**src/rtl/led_pattern_sequencer_if.sv**
```systemverilog
// ----------------------------------------------------------------------------
// led_pattern_sequencer_if
//   Control and status bundle for the LED pattern sequencer.
//
//   START  master->slave  one-cycle request to begin a sequence
//   STOP   master->slave  abort the running sequence
//   MODE   master->slave  pattern select: 0 none, 1 blink, 2 chase, 3 fill
//   LED    slave->master  N_LEDS-wide LED drive
//   BUSY   slave->master  high while a pattern is running
//   DONE   slave->master  one-cycle pulse when all passes complete
// ----------------------------------------------------------------------------
interface led_pattern_sequencer_if #(
    parameter int N_LEDS = 16
) ();
    logic              START;
    logic              STOP;
    logic [1:0]        MODE;
    logic [N_LEDS-1:0] LED;
    logic              BUSY;
    logic              DONE;

    modport master (
        output START, STOP, MODE,
        input  LED, BUSY, DONE
    );

    modport slave (
        input  START, STOP, MODE,
        output LED, BUSY, DONE
    );
endinterface

```
**src/rtl/led_pattern_sequencer.sv**
```systemverilog
// ----------------------------------------------------------------------------
// led_pattern_sequencer
//   Animates an LED bank (blink / chase / bar-fill) for a fixed number of
//   passes per START, then pulses DONE. All state lives in the CLK domain;
//   the divided slow clocks are only sampled as rising-edge tick sources.
//
//   CLK        system clock (100 MHz)
//   RST_N      asynchronous active-low reset
//   SLOWCLK_A  10 Hz square wave, paces blink and fill
//   SLOWCLK_B  6 Hz square wave, paces chase
//   bus        START/STOP/MODE in, LED/BUSY/DONE out (slave modport)
// ----------------------------------------------------------------------------
module led_pattern_sequencer #(
    parameter int N_LEDS = 16,   // minimum 2
    parameter int PASSES = 3     // 0 = run until STOP
) (
    input  logic                   CLK,
    input  logic                   RST_N,
    input  logic                   SLOWCLK_A,
    input  logic                   SLOWCLK_B,
    led_pattern_sequencer_if.slave bus
);
    localparam int CNT_W = (PASSES > 0) ? $clog2(PASSES + 1) : 1;

    localparam logic [1:0] MODE_NONE  = 2'd0;
    localparam logic [1:0] MODE_BLINK = 2'd1;
    localparam logic [1:0] MODE_CHASE = 2'd2;
    localparam logic [1:0] MODE_FILL  = 2'd3;

    typedef enum logic [1:0] {
        S_IDLE = 2'd0,
        S_RUN  = 2'd1,
        S_FIN  = 2'd2
    } state_t;

    state_t             state, state_nxt;
    logic [1:0]         mode_r;
    logic [N_LEDS-1:0]  led_r, led_step;
    logic [CNT_W-1:0]   pass_cnt, cnt_inc;
    logic [1:0]         sync_a, sync_b;
    logic               hist_a, hist_b;
    logic               tick_a, tick_b, tick_sel;
    logic               pass_done, launch, advance, last_pass, cnt_sat;
    logic [N_LEDS-1:0]  led_o;
    logic               busy_o, done_o;

    // Slow-clock synchronisers run in every state, so the edge history is
    // already valid when RUN is entered and no spurious tick can appear.
    // NOTE: only control/state flops take the async reset here; a plain data
    // array would not need one, but these feed the FSM directly.
    always_ff @(posedge CLK or negedge RST_N) begin
        if (!RST_N) begin
            sync_a <= '0;
            sync_b <= '0;
            hist_a <= 1'b0;
            hist_b <= 1'b0;
        end else begin
            // NOTE: non-blocking assignments let every flop in the chain
            // sample the old value of its predecessor on the same edge.
            sync_a <= {sync_a[0], SLOWCLK_A};
            sync_b <= {sync_b[0], SLOWCLK_B};
            hist_a <= sync_a[1];
            hist_b <= sync_b[1];
        end
    end

    // One-cycle pulse per slow-clock rising edge.
    assign tick_a = sync_a[1] & ~hist_a;
    assign tick_b = sync_b[1] & ~hist_b;

    // Next pattern value, the tick that paces it, and whether this step
    // closes a pass. The step value is already the wrap pattern.
    always_comb begin
        // NOTE: defaults first so every path assigns every output and no
        // latch is inferred.
        led_step  = led_r;
        pass_done = 1'b0;
        tick_sel  = 1'b0;
        unique case (mode_r)
            MODE_BLINK: begin
                tick_sel  = tick_a;
                led_step  = ~led_r;
                pass_done = &led_r;
            end
            MODE_CHASE: begin
                tick_sel  = tick_b;
                led_step  = {led_r[N_LEDS-2:0], led_r[N_LEDS-1]};
                pass_done = led_r[N_LEDS-1];
            end
            MODE_FILL: begin
                tick_sel  = tick_a;
                led_step  = (&led_r) ? '0 : {led_r[N_LEDS-2:0], 1'b1};
                pass_done = &led_r;
            end
            default: ;
        endcase
    end

    assign launch    = (state == S_IDLE) && bus.START && !bus.STOP;
    assign advance   = (state == S_RUN) && !bus.STOP && tick_sel;
    assign cnt_inc   = pass_cnt + CNT_W'(1);
    assign cnt_sat   = (PASSES == 0) && (&pass_cnt);
    assign last_pass = (PASSES != 0) && advance && pass_done
                       && (cnt_inc == CNT_W'(PASSES));

    // State register
    always_ff @(posedge CLK or negedge RST_N) begin
        if (!RST_N) state <= S_IDLE;
        else        state <= state_nxt;
    end

    // Next-state logic; STOP outranks both START and a same-cycle tick.
    always_comb begin
        state_nxt = state;
        unique case (state)
            S_IDLE: if (launch) state_nxt = (bus.MODE == MODE_NONE) ? S_FIN : S_RUN;
            S_RUN: begin
                if (bus.STOP)     state_nxt = S_IDLE;
                else if (last_pass) state_nxt = S_FIN;
            end
            S_FIN:   state_nxt = S_IDLE;
            default: state_nxt = S_IDLE;
        endcase
    end

    // Pattern datapath. led_r is only visible in RUN, so it is left as-is
    // on STOP or completion instead of being cleared.
    always_ff @(posedge CLK or negedge RST_N) begin
        if (!RST_N) begin
            mode_r   <= MODE_NONE;
            led_r    <= '0;
            pass_cnt <= '0;
        end else if (launch) begin
            mode_r   <= bus.MODE;
            pass_cnt <= '0;
            unique case (bus.MODE)
                MODE_BLINK: led_r <= '1;
                MODE_CHASE: led_r <= N_LEDS'(1);
                default:    led_r <= '0;
            endcase
        end else if (advance) begin
            led_r <= led_step;
            if (pass_done && !cnt_sat) pass_cnt <= cnt_inc;
        end
    end

    // Outputs depend on state only, so reset blanks them immediately.
    always_comb begin
        led_o  = '0;
        busy_o = 1'b0;
        done_o = 1'b0;
        unique case (state)
            S_RUN: begin
                led_o  = led_r;
                busy_o = 1'b1;
            end
            S_FIN:   done_o = 1'b1;
            default: ;
        endcase
    end

    assign bus.LED  = led_o;
    assign bus.BUSY = busy_o;
    assign bus.DONE = done_o;
endmodule
```
**src/flat_wrapper.sv**
```systemverilog
// flat-port wrapper written by rule: the top's interface ports become plain ports
module led_pattern_sequencer_flat 
#(
    parameter int N_LEDS = 16,               
    parameter int PASSES = 3                          
)
  (CLK, RST_N, SLOWCLK_A, SLOWCLK_B, bus_START, bus_STOP, bus_MODE, bus_LED, bus_BUSY, bus_DONE);
  led_pattern_sequencer_if #(.N_LEDS(N_LEDS)) bus_i ();
  input  logic CLK;
  input  logic RST_N;
  input  logic SLOWCLK_A;
  input  logic SLOWCLK_B;
  input wire logic [$bits(bus_i.START)-1:0] bus_START;
  input wire logic [$bits(bus_i.STOP)-1:0] bus_STOP;
  input wire logic [$bits(bus_i.MODE)-1:0] bus_MODE;
  output wire logic [$bits(bus_i.LED)-1:0] bus_LED;
  output wire logic [$bits(bus_i.BUSY)-1:0] bus_BUSY;
  output wire logic [$bits(bus_i.DONE)-1:0] bus_DONE;
  assign bus_i.START = bus_START;
  assign bus_i.STOP = bus_STOP;
  assign bus_i.MODE = bus_MODE;
  assign bus_LED = bus_i.LED;
  assign bus_BUSY = bus_i.BUSY;
  assign bus_DONE = bus_i.DONE;
  led_pattern_sequencer #(.N_LEDS(N_LEDS), .PASSES(PASSES)) u_core (.CLK(CLK), .RST_N(RST_N), .SLOWCLK_A(SLOWCLK_A), .SLOWCLK_B(SLOWCLK_B), .bus(bus_i));
endmodule
```
**config.mk**
```make
export PLATFORM = sky130hd
export DESIGN_NAME = led_pattern_sequencer_flat
export DESIGN_NICKNAME = d
export VERILOG_FILES = /design/src/rtl/led_pattern_sequencer_if.sv /design/src/rtl/led_pattern_sequencer.sv /design/src/flat_wrapper.sv
export SDC_FILE = /design/constraint.sdc
export NUM_CORES = 1
export LEC_CHECK = 0
export ABC_AREA = 1
export BUFFER_PORTS_ARGS = -buffer_cell sky130_fd_sc_hd__buf_2
export CORE_UTILIZATION = 35
export CTS_CLUSTER_DIAMETER = 200
export DETAILED_ROUTE_END_ITERATION = 10
export GPL_TIMING_DRIVEN = 0
export PLACE_DENSITY = 0.49
export REMOVE_ABC_BUFFERS = 1
export SLEW_MARGIN = 20
export SYNTH_ARGS = -nofsm -noshare
export SYNTH_HDL_FRONTEND = slang
export SYNTH_SLANG_ARGS = --single-unit
```
**constraint.sdc**
```tcl
create_clock -name CLK -period 1.6 [get_ports CLK]
set_input_delay 0.08 -clock CLK [delete_from_list [all_inputs] [get_ports CLK]]
set_output_delay 0.08 -clock CLK [all_outputs]
set_load 0.01 [all_outputs]
```
# == Word-level counts from Yosys, hierarchy flattened ==
# Cells that the tools add are included.
# W data, S select, Z words.
# word_totals
out_inout_bits,18
regBits,28
word_cells,59
in_bits,8
# op_classes
n_eq_ne,10
mux,18
n_reduce_logical,17
n_addsub,1
bitwise_logic,5
# op_table
op,n
$mux W16,4
$pmux W16 S3,1
$pmux W16 S2,1
$not A16 Y16,1
$reduce_and A16 Y1,1
$mux W2,7
$eq A2 B2 Y1 const B,5
$eq A2 B1 Y1 const B,3
$logic_and A1 B1 Y1,6
$reduce_and A2 Y1,3
$logic_not A2 Y1,2
$pmux W1 S2,2
$pmux W2 S2,1
$reduce_bool A2 Y1,2
$reduce_bool A4 Y1,1
$ne A3 B2 Y1 const B,1
$add A2 B1 Y2 const B,1
$and A1 B1 Y1,2
$mux W1,2
$ne A2 B1 Y1 const B,1
$not A1 Y1,2
$reduce_or A2 Y1,1
$logic_not A1 Y1,1

# == Logic depth before layout (Yosys ltp) ==
# Gate-level depths: netlist of the first run.
# depth
ltp_word,9
ltp_mapped,10
depth_no_buf,9

# == Worst setup path after synthesis of the first run ==
# No wires, ideal clock.
# synth_path
path_kind,register to register
from,reg u_core.state[1]
to,reg u_core.led_r[15]
arrival_time_ns,1.223
period_less_slack_ns,1.340
t_required_ns,1.483
path_slack_ns,0.260
stages_incl_launch_ff,10
setup_ns,0.117
path_cell_list,dfrtp_1 nor2_4 inv_2 nor2_4 nand2_2 nand2_4 buf_6 nand3_1 nor2_1 nor2_1
# synth_via
elab_chain_cells,5
word_cells_on_any_way,10
# synth_lines
element,line,source
start: declaration,led_pattern_sequencer.sv:36,"state_t state, state_nxt;"
start signal: assignment,led_pattern_sequencer.sv:109,else state <= state_nxt;
$logic_not A2 Y1 / $eq A2 B1 Y1 (equally long branches),"led_pattern_sequencer.sv:99, led_pattern_sequencer.sv:100",
$logic_and A1 B1 Y1 (on tied branches) (2 in a row),"led_pattern_sequencer.sv:99, led_pattern_sequencer.sv:100",
$reduce_bool A4 Y1 (no source line) / $reduce_bool A2 Y1 (equally long branches),-,
$reduce_and A2 Y1 (no source line),-,
end signal: assignment,led_pattern_sequencer.sv:142,led_r <= led_step;
end: declaration,led_pattern_sequencer.sv:38,"logic [N_LEDS-1:0] led_r, led_step;"
# Several ways; a longest one is shown, not always the timed one.
# A chain may end at the register's enable or synchronous reset.

# == Worst setup path after layout of the first run ==
# layout_path
from,reg u_core.state[0]
to,reg u_core.led_r[0]
# Same word-level chain as after synthesis.

==> results of run 1 <==
[registers in the layout, summed over array words and instances (netlist names)]
name / count
u_core.state: 2
u_core.pass_cnt: 2
u_core.sync_a: 2
u_core.hist_b: 1
u_core.mode_r: 2
u_core.led_r: 16
u_core.hist_a: 1
u_core.sync_b: 2
[logic make-up after synthesis]
family | Yosys count | share of synthesized area (%)
buffers and inverters | 41 | 11.17
flip-flops | 28 | 40.35
AO/OA/AOI/OAI | 5 | 1.657
adder cells (fa/ha/maj) | 3 | 2.162
AND/OR/NAND/NOR | 172 | 44.67
[area by class of cell]
| class | instances | share of cell area (%) |
|---|---|---|
| multi-input combinational | 184 | 43.98 |
| sequential | 28 | 32.24 |
| timing repair buffer | 36 | 10.48 |
| clock inverter | 1 | 1.382 |
| clock buffer | 3 | 1.900 |
| inverter | 31 | 6.160 |
| tap | 67 | 3.857 |
[cell usage in the layout (no fill, tap or decap), drive strengths merged]
master and count:
a21oi 1, buf 33, bufinv 1, clkbuf 3, dfrtp 28, dlygate4sd3 3, ha 3, inv 31
nand2 40, nand3 39, nand3b 1, nand4 3, nor2 93, o21ai 2, o21bai 1, o22ai 1
[how the worst max path moves through the flow]
stage          cells past startpoint                           end  slack [ns]
6_report                           9   u_core.led_r[0]$_DFFE_PN0P_        0.09
5_1_grt                            9   u_core.led_r[9]$_DFFE_PN0P_       -0.02
4_1_cts                            8  u_core.led_r[10]$_DFFE_PN0P_       0.003
3_5_place_dp                       6   u_core.led_r[0]$_DFFE_PN0P_       -0.16
3_3_place_gp                       6   u_core.led_r[0]$_DFFE_PN0P_       -0.15
2_1_floorplan                      8   u_core.led_r[0]$_DFFE_PN0P_        0.16
[metal layers]
metal | wire length [microns] | vias to the layer above | GRT usage (%)
li1 | - | 842 | -
met1 | 2315 | 746 | 26.26
met2 | 2056 | 33 | 26.48
met3 | 157 | 8 | 2.222
met4 | 91 | 0 | 5.011
met5 | 0 | - | 0
[power by group through the flow]
stage / Clock, mW / Combinational (mW) / Sequential (mW)
after floorplan: 0 / 0.884 / 1.15
after global placement: 0 / 1.15 / 1.22
after detailed placement: 0 / 1.15 / 1.22
after CTS: 0.595 / 1.18 / 1.21
after global routing: 0.611 / 1.48 / 1.25
final: 0.567 / 1.28 / 1.22
[stage by stage]
step                power (mW)  util (%)  setup TNS [ns]
floorplan                2.030         -               0
global placement         2.367     39.34          -2.270
detailed placement       2.374     39.34          -2.537
CTS                      2.986     42.18               0
global route             3.340     45.71        -0.07166
finish                   3.068     45.71               0
[tightest hold or removal path: cells and delay by family]
family          cells  cell delay (ns)
buf+inv             2             0.17
compound gates      1             0.08
[cells in the mapped netlist, drive strengths merged]
cell type | count | area, sq um
o21bai | 1 | 7.510
ha | 3 | 37.54
nand3b | 1 | 7.510
nand3 | 38 | 202.7
nand4 | 3 | 18.77
o21ai | 2 | 10.00
clkbuf | 1 | 3.750
a21oi | 1 | 5.000
buf | 9 | 71.31
inv | 31 | 118.9
dfrtp | 28 | 700.7
o22ai | 1 | 6.260
nand2 | 37 | 156.4
nor2 | 93 | 390.4
[timing repair]
item,CTS,global route
gates cloned,1,3
hold buffers,3,0
endpoints found under the hold margin,30,0
setup buffers,2,6
gates resized for setup,1,21
pin swaps,1,10
endpoints found under the setup margin,18,18
==> results by group, run 1 <==
Outcome
  • Status: finished clean

Final layout
  • Final antenna diode count: 0
  • Share of cells above drive strength 1: 21.91%
  • Multi-input logic area: 955.9 sq um
  • NumNets Final: just under 300
  • Area taken by flip-flops and latches: roughly 700 sq um
  • Post-route design area: 2173 sq um
  • Final non-filler cell total: 350
  • Relative area change from synthesis to final layout: 25.14%
  • Number of fill cells: 530

Yosys
  • Number of distinct library cell variants in the gate-level netlist after synthesis: 26
  • Yosys warning count: 0
  • Average size of a mapped cell: approximately 7.0 sq um
  • Netlist Area Pre-Place: around 1700 sq um
  • Gate count after technology mapping: 249
  • Register bit total from synthesis: 28
  • Portion of the post-synthesis area used by sequential elements: approximately two fifths

Setup path
  • Data required time of the critical path: 1.78 ns
  • Worst path slowest cell: dfrtp_1
  • Crit-path max cell delay: between 0.4 and 0.5 ns
  • Family of cells with the greatest summed delay on the critical path: simple AND/OR/NAND/NOR gates
  • Setup slack on the worst flop-to-flop path: 0.09 ns
  • Cells along the critical path: inv_2, nor2_4, inv_8, nor2_4, nand2_8, nand2_4, nand3_1, nor2_1, nor2_1
  • Crit-path max FO: 5
  • Type of element launching the critical path: flip-flop
  • Buf+Inv Stages, Crit Path: 2
  • Critical path startpoint: u_core.state[0]$_DFFE_PN0P_
  • Number of cells on the worst reg-to-reg path: 9
  • Worst reg2reg startpoint: u_core.state[0]$_DFFE_PN0P_
  • Endpoint of the lowest-slack register-to-register path: u_core.led_r[0]$_DFFE_PN0P_
  • Critical setup path kind: reg2reg
  • Critical Path AT: 1.69 ns
  • Capturing element type of the critical path: flip-flop

Place
  • Number of buffers added on ports: 25
  • Post-placement cell count: around 330
  • Routability congestion estimate from global placement: 0.7248
  • Placement Cell Area: 1871 sq um
  • Detail Placement HPWL: 2534 microns
  • Placement-stage worst setup slack: -0.1574 ns

CTS
  • Clock Path Buffers: 2
  • Number of clock buffers inserted by TritonCTS: 3
  • Clock Sink Count: 28
  • Clock tree from TritonCTS: done
  • Clock latency at the later pin of the worst-skew pair: between 0.2 and 0.3 ns
  • Level count of the clock H-tree: 1
  • Buffer type at the clock tree root: clkbuf_8
  • Clock input transition at the sequential cells of the worst setup and hold paths: roughly 0.10 ns

Timing
  • Crit share post-route: 94.58%
  • Hold_ws: 0.08437 ns
  • Pin slew with the least headroom to its limit: approximately 0.66 ns
  • Clock Skews: 0.003104 ns
  • Headroom to the max-slew limit: between 50% and 60%
  • Final worst path period need: 1.513 ns
  • Final setup violation count: 0
  • Fmax: approximately 660 MHz
  • Max-slew violation count: 0
  • Post-route setup slack: 0.08665 ns
  • Final hold violation count: 0

Power
  • Worst ir drop on vdd: 0.0005130 V
  • Switching part of the total power: 41.98%
  • Part of the power in registers: 39.9%
  • Power Density: 1412 nW/um^2
  • Pint: 1.780 mW
  • Net switching power of the design: 1.288 mW
  • Relative contribution of the clock network to total power: approximately 19%
  • Static leakage power: 1.137 nW
  • Logic pwr share: 41.7%

Die
  • Die Wd: 72.44 microns
  • Die Footprint: approximately 5200 sq um
  • Die outline height: 72.44 microns
  • Area of the placeable core: 4755 sq um
  • Number of core rows: 25
  • Initial core utilization: around 37%
  • Total I/O pin count: 26

Job
  • Max capacitance violation total: 0

Global routing
  • Maximum number of pins on one net before global-route repair: 35
  • First-pass GRT wire length: 7148 microns
  • Initial antenna violation count: 0
  • Global Route Usage Sum: 17.58%
  • Via count of the first global-routing pass: 1,462
  • Overall overflow remaining after global route: 0

Worst hold path
  • Depth of the worst hold-timing path: 3
  • Worst Hold Path EP: u_core.mode_r[0]$_DFFE_PN0P_
  • Origin of the worst min-delay path: bus_MODE[0]
  • Hold/Removal Path Class: in2reg

Detailed routing
  • Number of nets with antenna violations after routing: 0
  • Total detailed-routing wirelength: 4621 microns
  • Avg Vias per Cell: 4.654
  • DRT iter0 DRCs: 145
  • First drt pass iteration count: 4
  • Detailed-route via count: 1,629
  • Total DRC errors in the routed layout: 0
  • Wire length per cell: 13.20 microns
(Power assumes the default switching activity.)
==> inputs of run 2 (changes only) <==
- PLACE_DENSITY: 0.49 -> 0.52
==> results by group, run 2 (synthesis gave the netlist of run 1 again) <==
Place
  • Placement-stage worst setup slack: -0.1522 ns (+0.005208 ns)
  • Routability congestion estimate from global placement: 0.7404 (+2.2%)
  • Detail Placement HPWL: 2452 microns (-3.2%)
  • Post-placement cell count: 331 (unchanged)
  • Number of buffers added on ports: 25 (unchanged)
  • Placement Cell Area: 1871 sq um (unchanged)

Global routing
  • Maximum number of pins on one net before global-route repair: 35 (unchanged)
  • Initial antenna violation count: 0 (unchanged)
  • First-pass GRT wire length: 6768 microns (-5.3%)
  • Via count of the first global-routing pass: 1,415 (-3.2%)
  • Overall overflow remaining after global route: 0 (unchanged)
  • Global Route Usage Sum: 16.80% (-0.78 points)

Setup path
  • Crit-path max cell delay: 0.41 ns (-0.03 ns)
  • Critical Path AT: 1.65 ns (-0.04 ns)
  • Total stage count of the critical path: 9 (unchanged)
  • Capturing element type of the critical path: flip-flop
  • Critical setup path kind: reg2reg
  • Data required time of the critical path: 1.78 ns (about the same)
  • Crit-path max FO: 18 (+13)
  • Worst path slowest cell: dfrtp_1
  • Buf+Inv Stages, Crit Path: 1 (-1)
  • Cell occurring most often along the worst timing path: nor2_1
  • Family of cells with the greatest summed delay on the critical path: simple AND/OR/NAND/NOR gates
  • Type of element launching the critical path: flip-flop
  • Cells along the critical path: inv_6, nor2_1, nand3_1, nand2_1, nand2_4, nand2_4, nand3_1, nor2_1, nor2_1
  • Number of cells on the worst reg-to-reg path: 9 (unchanged)

Final layout
  • NumNets Final: 292 (-1.0%)
  • Most common cell after layout, fill and taps aside: nor2_1
  • Utilization after layout: 43.97% (-1.7 points)
  • Final non-filler cell total: 347 (-0.86%)
  • Share of cells above drive strength 1: 19.29% (-2.6 points)
  • Relative area change from synthesis to final layout: 20.39%
  • Post-route design area: 2091 sq um (-3.8%)
  • Final antenna diode count: 0 (unchanged)
  • Number of flip-flops in the largest register: 16 (unchanged)
  • Largest Register: u_core.led_r
  • Top library cells by usage in the layout, fill and taps aside: nor2_1 (88), nand3_1 (37), nand2_1 (34), inv_1 (26), dfrtp_1 (26)
  • Number of fill cells: 530 (unchanged)

Detailed routing
  • Detailed-route via count: 1,568 (-3.7%)
  • Wire length per cell: 12.51 microns (-5.2%)
  • Total met3 wirelength after detailed routing: 131 microns (-17%)
  • Highest metal layer with signal wires: met4
  • Total DRC errors in the routed layout: 0 (unchanged)
  • DRT iter0 DRCs: 75 (-48%)
  • Total detailed-routing wirelength: 4342 microns (-6.0%)
  • Avg Vias per Cell: 4.519 (-2.9%)
  • Metal1 wirelength: 2169 microns (-6.3%)
  • First drt pass iteration count: 4 (unchanged)
  • Total length of routed met2 wires: 2011 microns (-2.2%)
  • Number of nets with antenna violations after routing: 0 (unchanged)

Die
  • Area of the placeable core: 4755 sq um (unchanged)
  • Die Footprint: 5248 sq um (unchanged)
  • Initial core utilization: 36.53% (unchanged)
  • Total I/O pin count: 26 (unchanged)
  • Number of core rows: 25 (unchanged)
  • Die outline height: 72.44 microns (unchanged)
  • Die Wd: 72.44 microns (unchanged)

Timing
  • Fmax: 680.7 MHz (+3.0%)
  • Pin slew with the least headroom to its limit: 0.6595 ns (+0.004130 ns)
  • Setup repair after global routing missed its margin: true
  • Final hold violation count: 0 (unchanged)
  • Post-route setup slack: 0.1309 ns (+0.04424 ns)
  • Final setup violation count: 0 (unchanged)
  • Max-slew violation count: 0 (unchanged)
  • Crit share post-route: 91.82% (-2.8 points)
  • Clock Skews: 0.007459 ns (+0.004355 ns)
  • Final worst path period need: 1.469 ns (-0.04424 ns)
  • Headroom to the max-slew limit: 56.03% (-0.28 points)

Power
  • Worst ir drop on vdd: 0.0005963 V (+16%)
  • Power after layout: 2.984 mW (-2.7%)
  • Power Density: 1427 nW/um^2 (+1.1%)
  • Static leakage power: 1.127 nW (-0.88%)

CTS
  • Clock latency at the later pin of the worst-skew pair: 0.28 ns (about the same)
  • Level count of the clock H-tree: 1 (unchanged)
  • Number of clock buffers inserted by TritonCTS: 3 (unchanged)
  • Clock tree from TritonCTS: done
  • Clock input transition at the sequential cells of the worst setup and hold paths: 0.10 ns (about the same)
  • Buffer type at the clock tree root: clkbuf_8
  • Clock Path Buffers: 2 (unchanged)
  • Clock Sink Count: 28 (unchanged)

Worst hold path
  • Depth of the worst hold-timing path: 3 (unchanged)
  • Hold/Removal Path Class: in2reg

Job
  • Max capacitance violation total: 0 (unchanged)

Outcome
  • Status: finished clean
==> run 2: cell type report <==
class                      count  area (sq um)  area share, %
multi-input combinational    183         893.4          42.73
clock buffer                   3         41.29          1.975
tap                           67         83.83          4.010
sequential                    28         703.2          33.63
timing repair buffer          34         212.7          10.17
inverter                      31         126.4          6.044
clock inverter                 1         30.03          1.436
==> run 2: path summary, 6_finish.rpt <==
path	startpoint	endpoint	slack [ns]
setup / recovery	u_core.mode_r[1]$_DFFE_PN0P_	u_core.led_r[5]$_DFFE_PN0P_	0.13
hold / removal	bus_MODE[0]	u_core.mode_r[0]$_DFFE_PN0P_	0.08
setup reg to reg	u_core.mode_r[1]$_DFFE_PN0P_	u_core.led_r[5]$_DFFE_PN0P_	0.13
hold reg to reg	u_core.sync_a[0]$_DFF_PN0_	u_core.sync_a[1]$_DFF_PN0_	0.36
max in group asynchronous	RST_N	u_core.state[0]$_DFFE_PN0P_	0.79
min in group asynchronous	RST_N	u_core.sync_a[1]$_DFF_PN0_	0.36
==> run 2: worst reg2reg max path: cells and delay by family (launching register included) <==
family                 cells  cell delay (ns)
DFF                        1             0.41
and+or+nand+nor            8             0.84
buffers and inverters      1             0.10
==> run 2: what timing repair did <==
item / in CTS / in global routing
cloned: 1 / 2
hold buffers: 3 / 0
endpoints found under the hold margin: 30 / 0
buffers inserted: 2 / 4
endpoints found under the setup margin: 18 / 19
gates resized for setup: 1 / 9
pin swaps: 1 / 3
==> run 2: routing by layer <==
layer,up-vias,GRT usage [%]
li1,837,-
met1,701,23.86
met2,26,27.31
met3,4,1.667
met4,0,4.575
met5,-,0
==> run 2: power by group <==
group | switching [mW] | internal [mW] | total, mW
clock network | 0.237 | 0.335 | 0.572
logic | 0.737 | 0.466 | 1.20
registers | 0.258 | 0.951 | 1.21
==> run 2: through the flow <==
stage / TNS, ns / hold slack (ns)
2_1_floorplan: 0 / -0.2156
3_3_place_gp: -1.903 / 0.1592
3_5_place_dp: -2.359 / 0.1493
4_1_cts: 0 / 0.08396
5_1_grt: -0.01295 / 0.08022
6_report: 0 / 0.07795
==> inputs of run 3 (changes only) <==
--- a/config.mk
+++ b/config.mk
@@ -8,9 +8,9 @@
 export ABC_AREA = 1
 export BUFFER_PORTS_ARGS = -buffer_cell sky130_fd_sc_hd__buf_2
-export CORE_UTILIZATION = 35
+export CORE_UTILIZATION = 40
 export CTS_CLUSTER_DIAMETER = 200
 export DETAILED_ROUTE_END_ITERATION = 10
 export GPL_TIMING_DRIVEN = 0
-export PLACE_DENSITY = 0.52
+export PLACE_DENSITY = 0.58
 export REMOVE_ABC_BUFFERS = 1
 export SLEW_MARGIN = 20
==> constraint.sdc (replaced) <==
create_clock -name CLK -period 1.6 [get_ports CLK]
set_input_delay 0.32 -clock CLK [delete_from_list [all_inputs] [get_ports CLK]]
set_output_delay 0.32 -clock CLK [all_outputs]
set_load 0.01 [all_outputs]
==> results by group, run 3 (synthesis gave the netlist of run 1 again) <==
Timing
  • Max-slew violation count: 0 (unchanged)
  • Fmax: 641.2 MHz (-5.8%)
  • Pin slew with the least headroom to its limit: 0.6324 ns (-0.02707 ns)
  • Final hold violation count: 0 (unchanged)
  • Final setup violation count: 0 (unchanged)
  • Hold_ws: 0.04549 ns (-0.03246 ns)
  • Clock Skews: 0.001822 ns (-0.005637 ns)
  • Setup repair after global routing missed its margin: true
  • Final worst path period need: 1.560 ns (+0.09049 ns)
  • Headroom to the max-slew limit: 57.84% (+1.8 points)
  • Crit share post-route: 97.47% (+5.7 points)

Final layout
  • Number of flip-flops in the largest register: 16 (unchanged)
  • Final antenna diode count: 0 (unchanged)
  • Utilization after layout: 50.18% (+6.2 points)
  • Top library cells by usage in the layout, fill and taps aside: nor2_1 (87), nand3_1 (37), nand2_1 (34), dfrtp_1 (27), inv_1 (26)
  • Most common cell after layout, fill and taps aside: nor2_1
  • Final non-filler cell total: 328 (-5.5%)
  • Number of fill cells: 410 (-23%)
  • Relative area change from synthesis to final layout: 18.08%
  • Largest Register: u_core.led_r
  • Share of cells above drive strength 1: 19.78% (+0.50 points)
  • NumNets Final: 290 (-0.68%)

Worst hold path
  • Hold/Removal Path Class: in2async

CTS
  • Level count of the clock H-tree: 1 (unchanged)
  • Hold_buf cts: 0 (-3)
  • Clock input transition at the sequential cells of the worst setup and hold paths: 0.10 ns (about the same)
  • Number of clock buffers inserted by TritonCTS: 3 (unchanged)
  • Buffer type at the clock tree root: clkbuf_8
  • Clock Sink Count: 28 (unchanged)
  • Clock Path Buffers: 2 (unchanged)
  • Clock tree from TritonCTS: done
  • Clock latency at the later pin of the worst-skew pair: 0.28 ns (about the same)

Global routing
  • Initial antenna violation count: 0 (unchanged)
  • Via count of the first global-routing pass: 1,422 (+0.49%)
  • Global Route Usage Sum: 19.95% (+3.2 points)
  • First-pass GRT wire length: 6824 microns (+0.83%)
  • Overall overflow remaining after global route: 0 (unchanged)
  • Maximum number of pins on one net before global-route repair: 35 (unchanged)

Power
  • Power Density: 1462 nW/um^2 (+2.5%)
  • Relative contribution of the clock network to total power: 19.0% (-0.2 points)
  • Pint: 1.756 mW (+0.19%)
  • Worst ir drop on vdd: 0.0007491 V (+26%)
  • Static leakage power: 1.120 nW (-0.62%)
  • Net switching power of the design: 1.243 mW (+0.94%)
  • Part of the power in registers: 40.3% (-0.2 points)
  • Logic pwr share: 40.8% (+0.5 points)
  • Switching part of the total power: 41.45% (+0.18 points)

Setup path
  • Total stage count of the critical path: 4 (-5)
  • Endpoint of the lowest-slack register-to-register path: u_core.led_r[6]$_DFFE_PN0P_
  • Family of cells with the greatest summed delay on the critical path: flip-flops
  • Data required time of the critical path: 1.28 ns (-0.50 ns)
  • Setup slack on the worst flop-to-flop path: 0.09 ns (-0.04 ns)
  • Crit-path max cell delay: 0.46 ns (+0.05 ns)
  • Capturing element type of the critical path: output pin
  • Buf+Inv Stages, Crit Path: 2 (+1)
  • Cells along the critical path: nor2_4, inv_6, nor2_2, buf_2
  • Worst reg2reg startpoint: u_core.state[1]$_DFFE_PN0P_
  • Number of cells on the worst reg-to-reg path: 8 (-1)
  • Critical setup path kind: reg2out
  • Type of element launching the critical path: flip-flop
  • Critical path startpoint: u_core.state[1]$_DFFE_PN0P_
  • Worst setup path endpoint: bus_LED[7]
  • Crit-path max FO: 17 (-1)
  • Critical Path AT: 1.24 ns (-0.41 ns)
  • Worst path slowest cell: dfrtp_2

Place
  • Routability congestion estimate from global placement: 0.7498 (+1.3%)
  • Detail Placement HPWL: 2394 microns (-2.4%)
  • Post-placement cell count: 314 (-5.1%)
  • Number of buffers added on ports: 25 (unchanged)

Detailed routing
  • First drt pass iteration count: 7 (+3)
  • Number of nets with antenna violations after routing: 0 (unchanged)
  • Total DRC errors in the routed layout: 0 (unchanged)
  • Total detailed-routing wirelength: 4314 microns (-0.64%)
  • DRT iter0 DRCs: 82 (+9.3%)
  • Avg Vias per Cell: 4.909 (+8.6%)
  • Detailed-route via count: 1,610 (+2.7%)
  • Wire length per cell: 13.15 microns (+5.1%)

Die
  • Total I/O pin count: 26 (unchanged)
  • Die outline height: 67.89 microns (-6.3%)
  • Number of core rows: 23 (-8.0%)
  • Die Footprint: 4609 sq um (-12%)
  • Die Wd: 67.89 microns (-6.3%)
  • Area of the placeable core: 4086 sq um (-14%)
  • Initial core utilization: 42.50% (+6.0 points)

Outcome
  • Status: finished clean

Job
  • Max capacitance violation total: 0 (unchanged)
run 3: worst min-delay path by stage:
stage	to	startpoint	slack, ns	depth (start not counted)
finish	u_core.sync_a[0]$_DFF_PN0_	RST_N	0.05	1
global route	u_core.led_r[1]$_DFFE_PN0P_	RST_N	0.10	1
CTS	u_core.sync_a[0]$_DFF_PN0_	RST_N	0.08	1
detailed placement	u_core.sync_b[1]$_DFF_PN0_	u_core.sync_b[0]$_DFF_PN0_	0.34	0
global placement	u_core.sync_a[1]$_DFF_PN0_	u_core.sync_a[0]$_DFF_PN0_	0.33	0
floorplan	u_core.hist_a$_DFF_PN0_	RST_N	0.02	0
run 3: area by class of cell:
cell class / count / area [sq um] / area share [%]
inverter: 31 / 128.9 / 6.284
clock inverter: 1 / 30.03 / 1.464
sequential: 28 / 701.9 / 34.23
tap: 50 / 62.56 / 3.051
timing repair buffer: 32 / 190.2 / 9.274
clock buffer: 3 / 41.29 / 2.013
multi-input combinational: 183 / 895.9 / 43.69
run 3: worst register-to-register path, stage by stage, from the launching register on:
cell and delay, ns:
dfrtp_2 0.46, nor2_4 0.16, inv_6 0.10, nor2_4 0.18, nand2_4 0.13, nand2_4 0.16
nand3_1 0.08, nor2_1 0.09, nor2_1 0.04
run 3: power by group through the flow:
stage	sequential, mW	clock (mW)	combinational, mW
after global placement	1.21	0	1.13
after CTS	1.19	0.582	1.18
after global routing	1.25	0.608	1.41
after detailed placement	1.21	0	1.15
final	1.21	0.569	1.22
after floorplan	1.15	0	0.884
run 3: metal layers:
| metal | vias up | routed length [microns] | track usage, % |
|---|---|---|---|
| met5 | - | 0 | 0 |
| met3 | 9 | 160 | 2.167 |
| li1 | 826 | - | - |
| met2 | 48 | 2018 | 31.31 |
| met4 | 0 | 90 | 7.292 |
| met1 | 727 | 2046 | 28.27 |
run 3: metrics by stage:
step	total power [mW]	cell area, sq um	setup WS [ns]	setup TNS [ns]
2_1_floorplan	2.030	1662	0.1631	0
4_1_cts	2.956	1957	0.01393	0
3_3_place_gp	2.343	1849	-0.1175	-1.800
6_report	2.999	2051	0.04041	0
3_5_place_dp	2.354	1849	-0.1217	-1.792
5_1_grt	3.269	2051	-0.06157	-0.6943
run 3: repair_timing:
item | CTS | global route
buffers inserted | 2 | 5
pin swaps | 1 | 4
gates cloned | 1 | 2
resized for setup | 2 | 8
endpoints found under the setup margin | 34 | 34
